$ cat src/rtl/kerygma_mem_arb.sv
// kerygma_mem_arb
//   N-master to 1-slave arbiter for the MemSplit32 split-transaction bus.
//   The command phase (req/ack) is passed through combinationally from the
//   granted master to the slave. Read responses come back in order. Each
//   accepted read pushes its master index into an ID FIFO. Each slave
//   response pops the FIFO head and steers the response valid to that master.
//
//   Arbitration is round-robin by default. If KERYGMA_MEM_ARB_FIXED_PRIO_EN
//   is defined, fixed priority is used instead (master 0 is highest) and the
//   round-robin pointer is removed.
//
//   When a request is driven but not acked, the grant locks onto that master
//   until the request is accepted.
//
// Ports
//   clk_i, rst_ni                  clock, async active-low reset
//   m_req_i / m_ack_o              per-master command handshake
//   m_addr_i, m_we_i, m_wdata_i,   per-master command fields
//   m_be_i                         (master k occupies slice k)
//   m_resp_o, m_rdata_o            per-master read response; the data is
//                                  broadcast and only m_resp_o qualifies it
//   s_req_o / s_ack_i              slave command handshake
//   s_addr_o, s_we_o, s_wdata_o,   slave command fields (from the granted master)
//   s_be_o
//   s_resp_i, s_rdata_i            slave read response
//   err_o                          sticky: a response arrived with no read
//                                  outstanding
module kerygma_mem_arb #(
  parameter int N_MASTERS = 2,
  parameter int RD_DEPTH  = 4
) (
  input  logic                   clk_i,
  input  logic                   rst_ni,
  input  logic [N_MASTERS-1:0]   m_req_i,
  output logic [N_MASTERS-1:0]   m_ack_o,
  input  logic [N_MASTERS*32-1:0] m_addr_i,
  input  logic [N_MASTERS-1:0]   m_we_i,
  input  logic [N_MASTERS*32-1:0] m_wdata_i,
  input  logic [N_MASTERS*4-1:0] m_be_i,
  output logic [N_MASTERS-1:0]   m_resp_o,
  output logic [N_MASTERS*32-1:0] m_rdata_o,
  output logic                   s_req_o,
  input  logic                   s_ack_i,
  output logic [31:0]            s_addr_o,
  output logic                   s_we_o,
  output logic [31:0]            s_wdata_o,
  output logic [3:0]             s_be_o,
  input  logic                   s_resp_i,
  input  logic [31:0]            s_rdata_i,
  output logic                   err_o
);

  localparam int IDW = $clog2(N_MASTERS);
  localparam int PW  = $clog2(RD_DEPTH);
  localparam int CW  = PW + 1;

  logic [IDW-1:0] grant;
  logic [IDW-1:0] lock_id;
  logic           lock;
  logic [IDW-1:0] id_mem [RD_DEPTH];
  logic [IDW-1:0] head_id;
  logic [PW-1:0]  wr_ptr;
  logic [PW-1:0]  rd_ptr;
  logic [CW-1:0]  count;
  logic           full;
  logic           empty;
  logic           grant_we;
  logic           blk;
  logic           req_int;
  logic           accept;
  logic           push;
  logic           pop;

`ifndef KERYGMA_MEM_ARB_FIXED_PRIO_EN
  logic [IDW-1:0] rr_ptr;
`endif

  // Grant selection. The loop runs from the far end back toward the start
  // point, so the last match is the nearest requester.
  always_comb begin
    grant = lock_id;
    if (!lock) begin
`ifdef KERYGMA_MEM_ARB_FIXED_PRIO_EN
      grant = '0;
      for (int i = N_MASTERS - 1; i >= 0; i--) begin
        if (m_req_i[i]) grant = IDW'(i);
      end
`else
      grant = rr_ptr;
      for (int i = N_MASTERS - 1; i >= 0; i--) begin
        if (m_req_i[(int'(rr_ptr) + i) % N_MASTERS])
          grant = IDW'((int'(rr_ptr) + i) % N_MASTERS);
      end
`endif
    end
  end

  assign full     = (count == CW'(RD_DEPTH));
  assign empty    = (count == '0);
  assign grant_we = m_we_i[grant];

  // A full FIFO blocks any new grant. It also holds back a locked read, which
  // has no FIFO slot to land in. A locked write has no such dependency, so it
  // stays driven.
  assign blk      = full & (~lock | ~grant_we);
  assign req_int  = m_req_i[grant] & ~blk;
  assign accept   = req_int & s_ack_i;
  assign push     = accept & ~grant_we;
  assign pop      = s_resp_i & ~empty;
  assign head_id  = id_mem[rd_ptr];

  // Outputs are forced to zero while reset is asserted, including the
  // combinational pass-throughs.
  assign s_req_o   = rst_ni & req_int;
  assign s_addr_o  = rst_ni ? m_addr_i[int'(grant)*32 +: 32]  : '0;
  assign s_wdata_o = rst_ni ? m_wdata_i[int'(grant)*32 +: 32] : '0;
  assign s_be_o    = rst_ni ? m_be_i[int'(grant)*4 +: 4]      : '0;
  assign s_we_o    = rst_ni & grant_we;
  assign m_rdata_o = rst_ni ? {N_MASTERS{s_rdata_i}} : '0;

  always_comb begin
    m_ack_o = '0;
    if (rst_ni && accept) m_ack_o[grant] = 1'b1;
  end

  always_comb begin
    m_resp_o = '0;
    if (rst_ni && pop) m_resp_o[head_id] = 1'b1;
  end

  // Control state: lock, FIFO pointers and count, sticky error
  always_ff @(posedge clk_i or negedge rst_ni) begin
    if (!rst_ni) begin
      lock    <= 1'b0;
      lock_id <= '0;
      wr_ptr  <= '0;
      rd_ptr  <= '0;
      count   <= '0;
      err_o   <= 1'b0;
    end else begin
      if (accept) begin
        lock <= 1'b0;
      end else if (req_int) begin
        lock    <= 1'b1;
        lock_id <= grant;
      end
      if (push) wr_ptr <= wr_ptr + 1'b1;
      if (pop)  rd_ptr <= rd_ptr + 1'b1;
      count <= count + CW'(push) - CW'(pop);
      if (s_resp_i && empty) err_o <= 1'b1;
    end
  end

`ifndef KERYGMA_MEM_ARB_FIXED_PRIO_EN
  always_ff @(posedge clk_i or negedge rst_ni) begin
    if (!rst_ni) begin
      rr_ptr <= '0;
    end else if (accept) begin
      rr_ptr <= (int'(grant) == N_MASTERS - 1) ? '0 : grant + 1'b1;
    end
  end
`endif

  // ID storage holds data only, so it has no reset.
  always_ff @(posedge clk_i) begin
    if (push) id_mem[wr_ptr] <= grant;
  end

endmodule

$ cat config.mk
export PLATFORM = sky130hd
export DESIGN_NAME = kerygma_mem_arb
export DESIGN_NICKNAME = d
export VERILOG_FILES = /design/src/rtl/kerygma_mem_arb.sv
export SDC_FILE = /design/constraint.sdc
export NUM_CORES = 1
export LEC_CHECK = 0
export ABC_AREA = 1
export ABC_CLOCK_PERIOD_IN_PS = 2150
export BUFFER_PORTS_ARGS = -buffer_cell sky130_fd_sc_hd__clkbuf_2
export CORE_AREA = 2 2 124 126
export DETAILED_ROUTE_END_ITERATION = 10
export DIE_AREA = 0 0 126 128
export PLACE_DENSITY = 0.55
export SETUP_SLACK_MARGIN = 0.1
export SYNTH_ARGS = -nofsm -noshare
export SYNTH_HDL_FRONTEND = slang
export SYNTH_SLANG_ARGS = --single-unit
$ cat constraint.sdc
create_clock -name clk_i -period 2.15 [get_ports clk_i]
set_input_delay 0.43 -clock clk_i [delete_from_list [all_inputs] [get_ports clk_i]]
set_output_delay 0.43 -clock clk_i [all_outputs]
set_load 0.03 [all_outputs]
# Word level (Yosys, flattened, before mapping)
# Memory sizes are Yosys's and may differ from the RTL's.
# Cells that the tools add are included.
# Widths: inputs -> output; s select.
[word_totals]
reg_bits = 11
rom_bits = 0
latchBits = 0
n_memories = 1
ramBits = 4
inputBits = 176
out_inout_bits = 139
wordCells = 73
[classes]
muxes = 27
add_sub_neg = 6
n_eq_ne = 1
mul = 0
order_cmp = 6
shifts = 3
n_reduce_logical = 8
n_bitwise = 14
div_mod_pow = 0
[memory_table]
columns = ["name", "words", "word_bits", "rd", "rd_clocked_by_memory_dff", "write_ports", "line_no", "source"]
rows = [
  ["id_mem", 4, 1, 1, 0, 1, "60", "logic [IDW-1:0] id_mem [RD_DEPTH];"],
]
[op_table]
columns = ["op", "n"]
rows = [
  ["$shiftx 64x7->32", 2],
  ["$mux 32", 2],
  ["$mux 64", 1],
  ["$mux 1", 19],
  ["$shiftx 8x4->4", 1],
  ["$and 1x1->1", 7],
  ["$lt 1x2->1 const B", 3],
  ["$logic_and 1x1->1", 5],
  ["$not 1->1", 5],
  ["$add 2x1->2 const B", 2],
  ["$mux 2", 2],
  ["$mux 4", 1],
  ["$add 3x1->3", 1],
  ["$eq 3x3->1 const B", 1],
  ["$logic_not 3->1", 1],
  ["$lt 2x3->1 const B", 1],
  ["$sub 3x1->3", 1],
  ["$add 1x1->1 const B", 2],
  ["$demux 1 s1", 2],
  ["$ge 1x1->1 const B", 2],
  ["$reduce_and 2->1", 1],
  ["$reduce_bool 2->1", 1],
  ["$and 1x1->1 const A", 1],
  ["$or 1x1->1", 1],
]

# Longest topological paths before layout
[logic_depth]
word_depth = 19
depth_mapped = 16
ltp_nobuf = 15

# Least setup slack after synthesis
# No wires, ideal clock.
[synth_path]
path_type = "input to register"
from = "input port m_req_i[0]"
to = "register count[2]"
t_required_ns = 2.027
setup_slack_ns = -0.118
stages = 16
t_arrival_ns = 2.145
setup_time_ns = 0.123
path_cell_list = "inv_1 > nand2_1 > nand2_1 > nand2_1 > nand2_2 > buf_6 > nand2_1 > o21ai_1 > inv_2 > nand4_4 > ha_1 > inv_1 > ha_1 > inv_1 > fa_1 > xnor2_1"
[synth_via]
elab_chain_cells = 17
elab_cells_between_ends = 21
[synth_lines]
columns = ["item", "line_no", "source"]
rows = [
  ["start: declaration", "34", "input logic [N_MASTERS-1:0] m_req_i,"],
  ["$mux 1 (not written as such) (3 in series)", "91", "if (m_req_i[(int'(rr_ptr) + i) % N_MASTERS])"],
  ["$mux 1 (2 in series)", "91", ""],
  ["$mux 1", "82", "if (!lock) begin"],
  ["$mux 1 (not written as such) (2 in series)", "100", "assign grant_we = m_we_i[grant];"],
  ["$not 1->1", "105, 108", ""],
  ["$or 1x1->1", "105", "assign blk = full & (~lock | ~grant_we);"],
  ["$and 1x1->1", "105", ""],
  ["$not 1->1", "106", "assign req_int = m_req_i[grant] & ~blk;"],
  ["$and 1x1->1", "106", ""],
  ["$and 1x1->1", "107", "assign accept = req_int & s_ack_i;"],
  ["$and 1x1->1 (*)", "108", "assign push = accept & ~grant_we;"],
  ["$add 3x1->3 (*)", "149", "count <= count + CW'(push) - CW'(pop);"],
  ["$sub 3x1->3 (*)", "149", ""],
  ["end signal: assignment", "149", ""],
  ["end: declaration", "64", "logic [CW-1:0] count;"],
]
# Every way passes the cells marked *; elsewhere a longest branch is shown, timed or not. The select of a mux whose other input is x is not followed.
# A chain may end at the register's enable or synchronous reset.

# Final worst setup path
[layout_path]
from = "register rr_ptr"
to = "output port s_addr_o[20]"
[layout_via]
elab_chain_cells = 9
elab_cells_between_ends = 11
[layout_lines]
columns = ["item", "line_no", "source"]
rows = [
  ["start: declaration", "75", "logic [IDW-1:0] rr_ptr;"],
  ["start signal: assignment", "159", "rr_ptr <= (int'(grant) == N_MASTERS - 1) ? '0 : grant + 1'b1;"],
  ["$add 1x1->1", "91, 92", ""],
  ["$mux 1 (not written as such) (3 in series)", "91", ""],
  ["$mux 1", "91", ""],
  ["$mux 1 (*)", "91", ""],
  ["$mux 1 (*)", "82", ""],
  ["$shiftx 64x7->32 (*)", "115", "assign s_addr_o = rst_ni ? m_addr_i[int'(grant)*32 +: 32] : '0;"],
  ["$mux 32 (*)", "115", ""],
  ["end: declaration", "44", "output logic [31:0] s_addr_o,"],
]
# Marks and branches as above.

==> summary.md <==
| Metric | Value |
|---|---|
| Nets | `907` |
| DP Area | `4020 µm²` |
| Critical path class | `flop to output port` |
| RSZ-0062 raised after global routing | `true` |
| Startpoint class of the critical path | `flop` |
| Yosys Warn Count | `0` |
| Layout cell share with drive strength beyond 1 | `63.2%` |
| Syn_area_per_cell | `5.43 µm²` |
| R2R depth | `14` |
| Final Instance Count excl. Fillers | `911` |
| Yosys cell types | `27` |
| Final wirelength | `13,500 µm` |
| Leak | `2.98 nW` |
| Gr ovfl total | `0` |
| Layout fillers | `1,616` |
| Crit share post-route | `105%` |
| Die ar. | `16,100 µm²` |
| Final slew viol count | `0` |
| H-Tree Depth | `1` |
| Actual slew at the worst max-slew pin | `378 ps` |
| Pre-CTS setup slack | `-270 ps` |
| Final hold vios | `0` |
| CTS max path bufs | `2` |
| R2R Setup Slk | `0 ps` |
| Peak VDD IR | `0.381 mV` |
| Hold buffer count at cts | `0` |
| Failing checks | `setup timing` |
| Initial antenna violation count | `0` |
| DRT iter0 DRCs | `90` |
| Later-pin clock latency in the skew report | `250 ps` |
| Final Skew | `2.89 ps` |
| Worst-path fanout max | `8` |
| Largest net degree at the start of global routing | `45` |
| Final ANT Viol Nets | `0` |
| Die height | `128 µm` |
| Post-Syn Instances | `426` |
| Drt pass-1 iters | `4` |
| Vias/cell | `4.09` |
| Post-Syn Nets | `609` |
| Std cell rows | `45` |
| Max_slew headroom | `74.8%` |
| Routed len/inst | `14.8 µm` |
| Drc violations | `0` |
| Post-synthesis cell area | `2310 µm²` |
| Synth-to-layout area growth | `129%` |
| Gpl congestion | `0.757` |
| Num CTS Buffers | `3` |
| Clock root cell | `clkbuf_16` |
| Area of the multi-input gates | `1780 µm²` |
| Worst Hold Class | `primary input to async pin` |
| Die width | `126 µm` |
| Vias in the first global route | `3,367` |
| # IOs | `315` |
| Clock Sinks | `15` |
| # diodes | `0` |
| Global-route wire length before repair | `18,600 µm` |
| Post-route cell area | `5290 µm²` |
| Port buffer count | `314` |
| Largest cells by area after synthesis | `nor2_1 24%, o21ai_0 15%, dfrtp_1 12%, buf_4 10%, inv_1 8.3%` |
| Status | `complete, but fails checks` |
| Synth Register Bits | `15` |
| WP data required | `1720 ps` |
| Post-DP HPWL | `9550 µm` |
| Worst setup EP type | `output port` |
| Fmax | `443 MHz` |
| PD cells | `1230 nW/µm²` |
| CTS tree | `built` |
| Starting Density | `15.6%` |
| Final setup margin | `-109 ps` |
| Final setup fails | `45` |
| Most frequent cells in the layout | `241 x clkbuf_2, 91 x nor2_1, 48 x o21ai_0` |
| CTS clk-pin slew, worst paths | `50 ps` |
| Seq/Total Area, Yosys | `17.1%` |
| Arr. time, crit path | `1830 ps` |
| Fin crit period | `2260 ps` |
| Total GRT Usage | `14.7%` |
| Area leader, netlist | `nor2_1` |
| Most common cell after layout, fill and taps aside | `clkbuf_2` |
| Core Footprint | `14,900 µm²` |
| Sequential cell area | `395 µm²` |
| Synth top area share | `24.3%` |
| Max-cap violations | `0` |
| Via Count | `3,725` |
| Post-placement cell count | `889` |
-- kinds of logic (layout without fill, tap and decap cells) --
kind of cell / Yosys count / count (layout) / share of synthesized area, %
fa+ha+maj: 7 / 7 / 4.11
xor+xnor: 3 / 3 / 1.14
flops: 15 / 15 / 17.1
compound gates: 76 / 76 / 16.8
simple gates: 214 / 214 / 36.9
buf+inv: 111 / 408 / 24.0
-- through the flow --
stage / total power [W] / utilization, % / hold WS, ps / TNS [ps]
floorplan: 0.00286 / - / 134 / -14.7
global placement: 0.00404 / 27.0 / 427 / -2390
detailed placement: 0.00404 / 27.0 / 429 / -3420
CTS: 0.00612 / 33.6 / 162 / -3510
global route: 0.00694 / 35.6 / 178 / -7570
finish: 0.00652 / 35.6 / 160 / -1740
-- what timing repair did --
action	4_1_cts	5_1_grt
setup endpoints to repair	73	75
cloned	7	2
resized for setup	181	123
buffers inserted	9	0
pin swaps	24	27
-- state kept, by name (all words and copies together) (netlist names) --
name	flops
lock_id	1
err_o	1
wr_ptr	2
lock	1
count	3
id_mem	4
rd_ptr	2
rr_ptr	1
-- worst max-delay path, stage by stage (launching register included) --
cell and delay (ps):
dfrtp_1 370, inv_2 50, a21oi_2 120, nand2_2 80
nand2_4 110, buf_12 150, inv_16 50, buf_12 130
clkbuf_16 180, nor2_1 110, nor2_1 60, buf_4 160
-- cells in the mapped netlist --
master    count
nor2_1      150
o21ai_0      69
inv_1        51
nand2_1      51
buf_4        32
clkbuf_1     17
dfrtp_1      11
buf_2         8
ha_1          6
edfxtp_1      4
a21oi_1       3
nand3_1       3
inv_2         2
nand2_2       2
nand4_1       2
nor3_1        2
o21ai_1       2
xnor2_1       2
a31o_2        1
a32oi_1       1
and3_1        1
buf_6         1
fa_1          1
nand2_4       1
nand4_4       1
nor2_4        1
xor2_1        1
-- layer usage --
metal | GRT usage (%) | share of wire, %
met5 | 0 | 0
met4 | 2.26 | 0.25
met2 | 26.2 | 52
met3 | 1.92 | 5.8
met1 | 19.5 | 42
-- where the power goes --
group | internal (W) | switching [W]
sequential | 0.000426 | 0.0000981
clock | 0.000251 | 0.000117
combinational | 0.00248 | 0.00315
total | 0.00315 | 0.00337
-- layout make-up --
class / instances / area share, %
Multi-Input combinational cell: 300 / 33.7
Tap cell: 188 / 4.45
Inverter: 53 / 4.26
Timing Repair Buffer: 351 / 48.7
Clock buffer: 4 / 1.49
Sequential cell: 15 / 7.47
-- path summary, 6_finish.rpt --
kind,startpoint,endpoint
setup / recovery,rr_ptr,s_addr_o[20]
hold / removal,rst_ni,count[1]
setup reg to reg,rr_ptr,count[1]
hold reg to reg,err_o,err_o
max in group asynchronous,rst_ni,count[0]
min in group clk_i,s_resp_i,err_o
(Power assumes the default switching activity.)
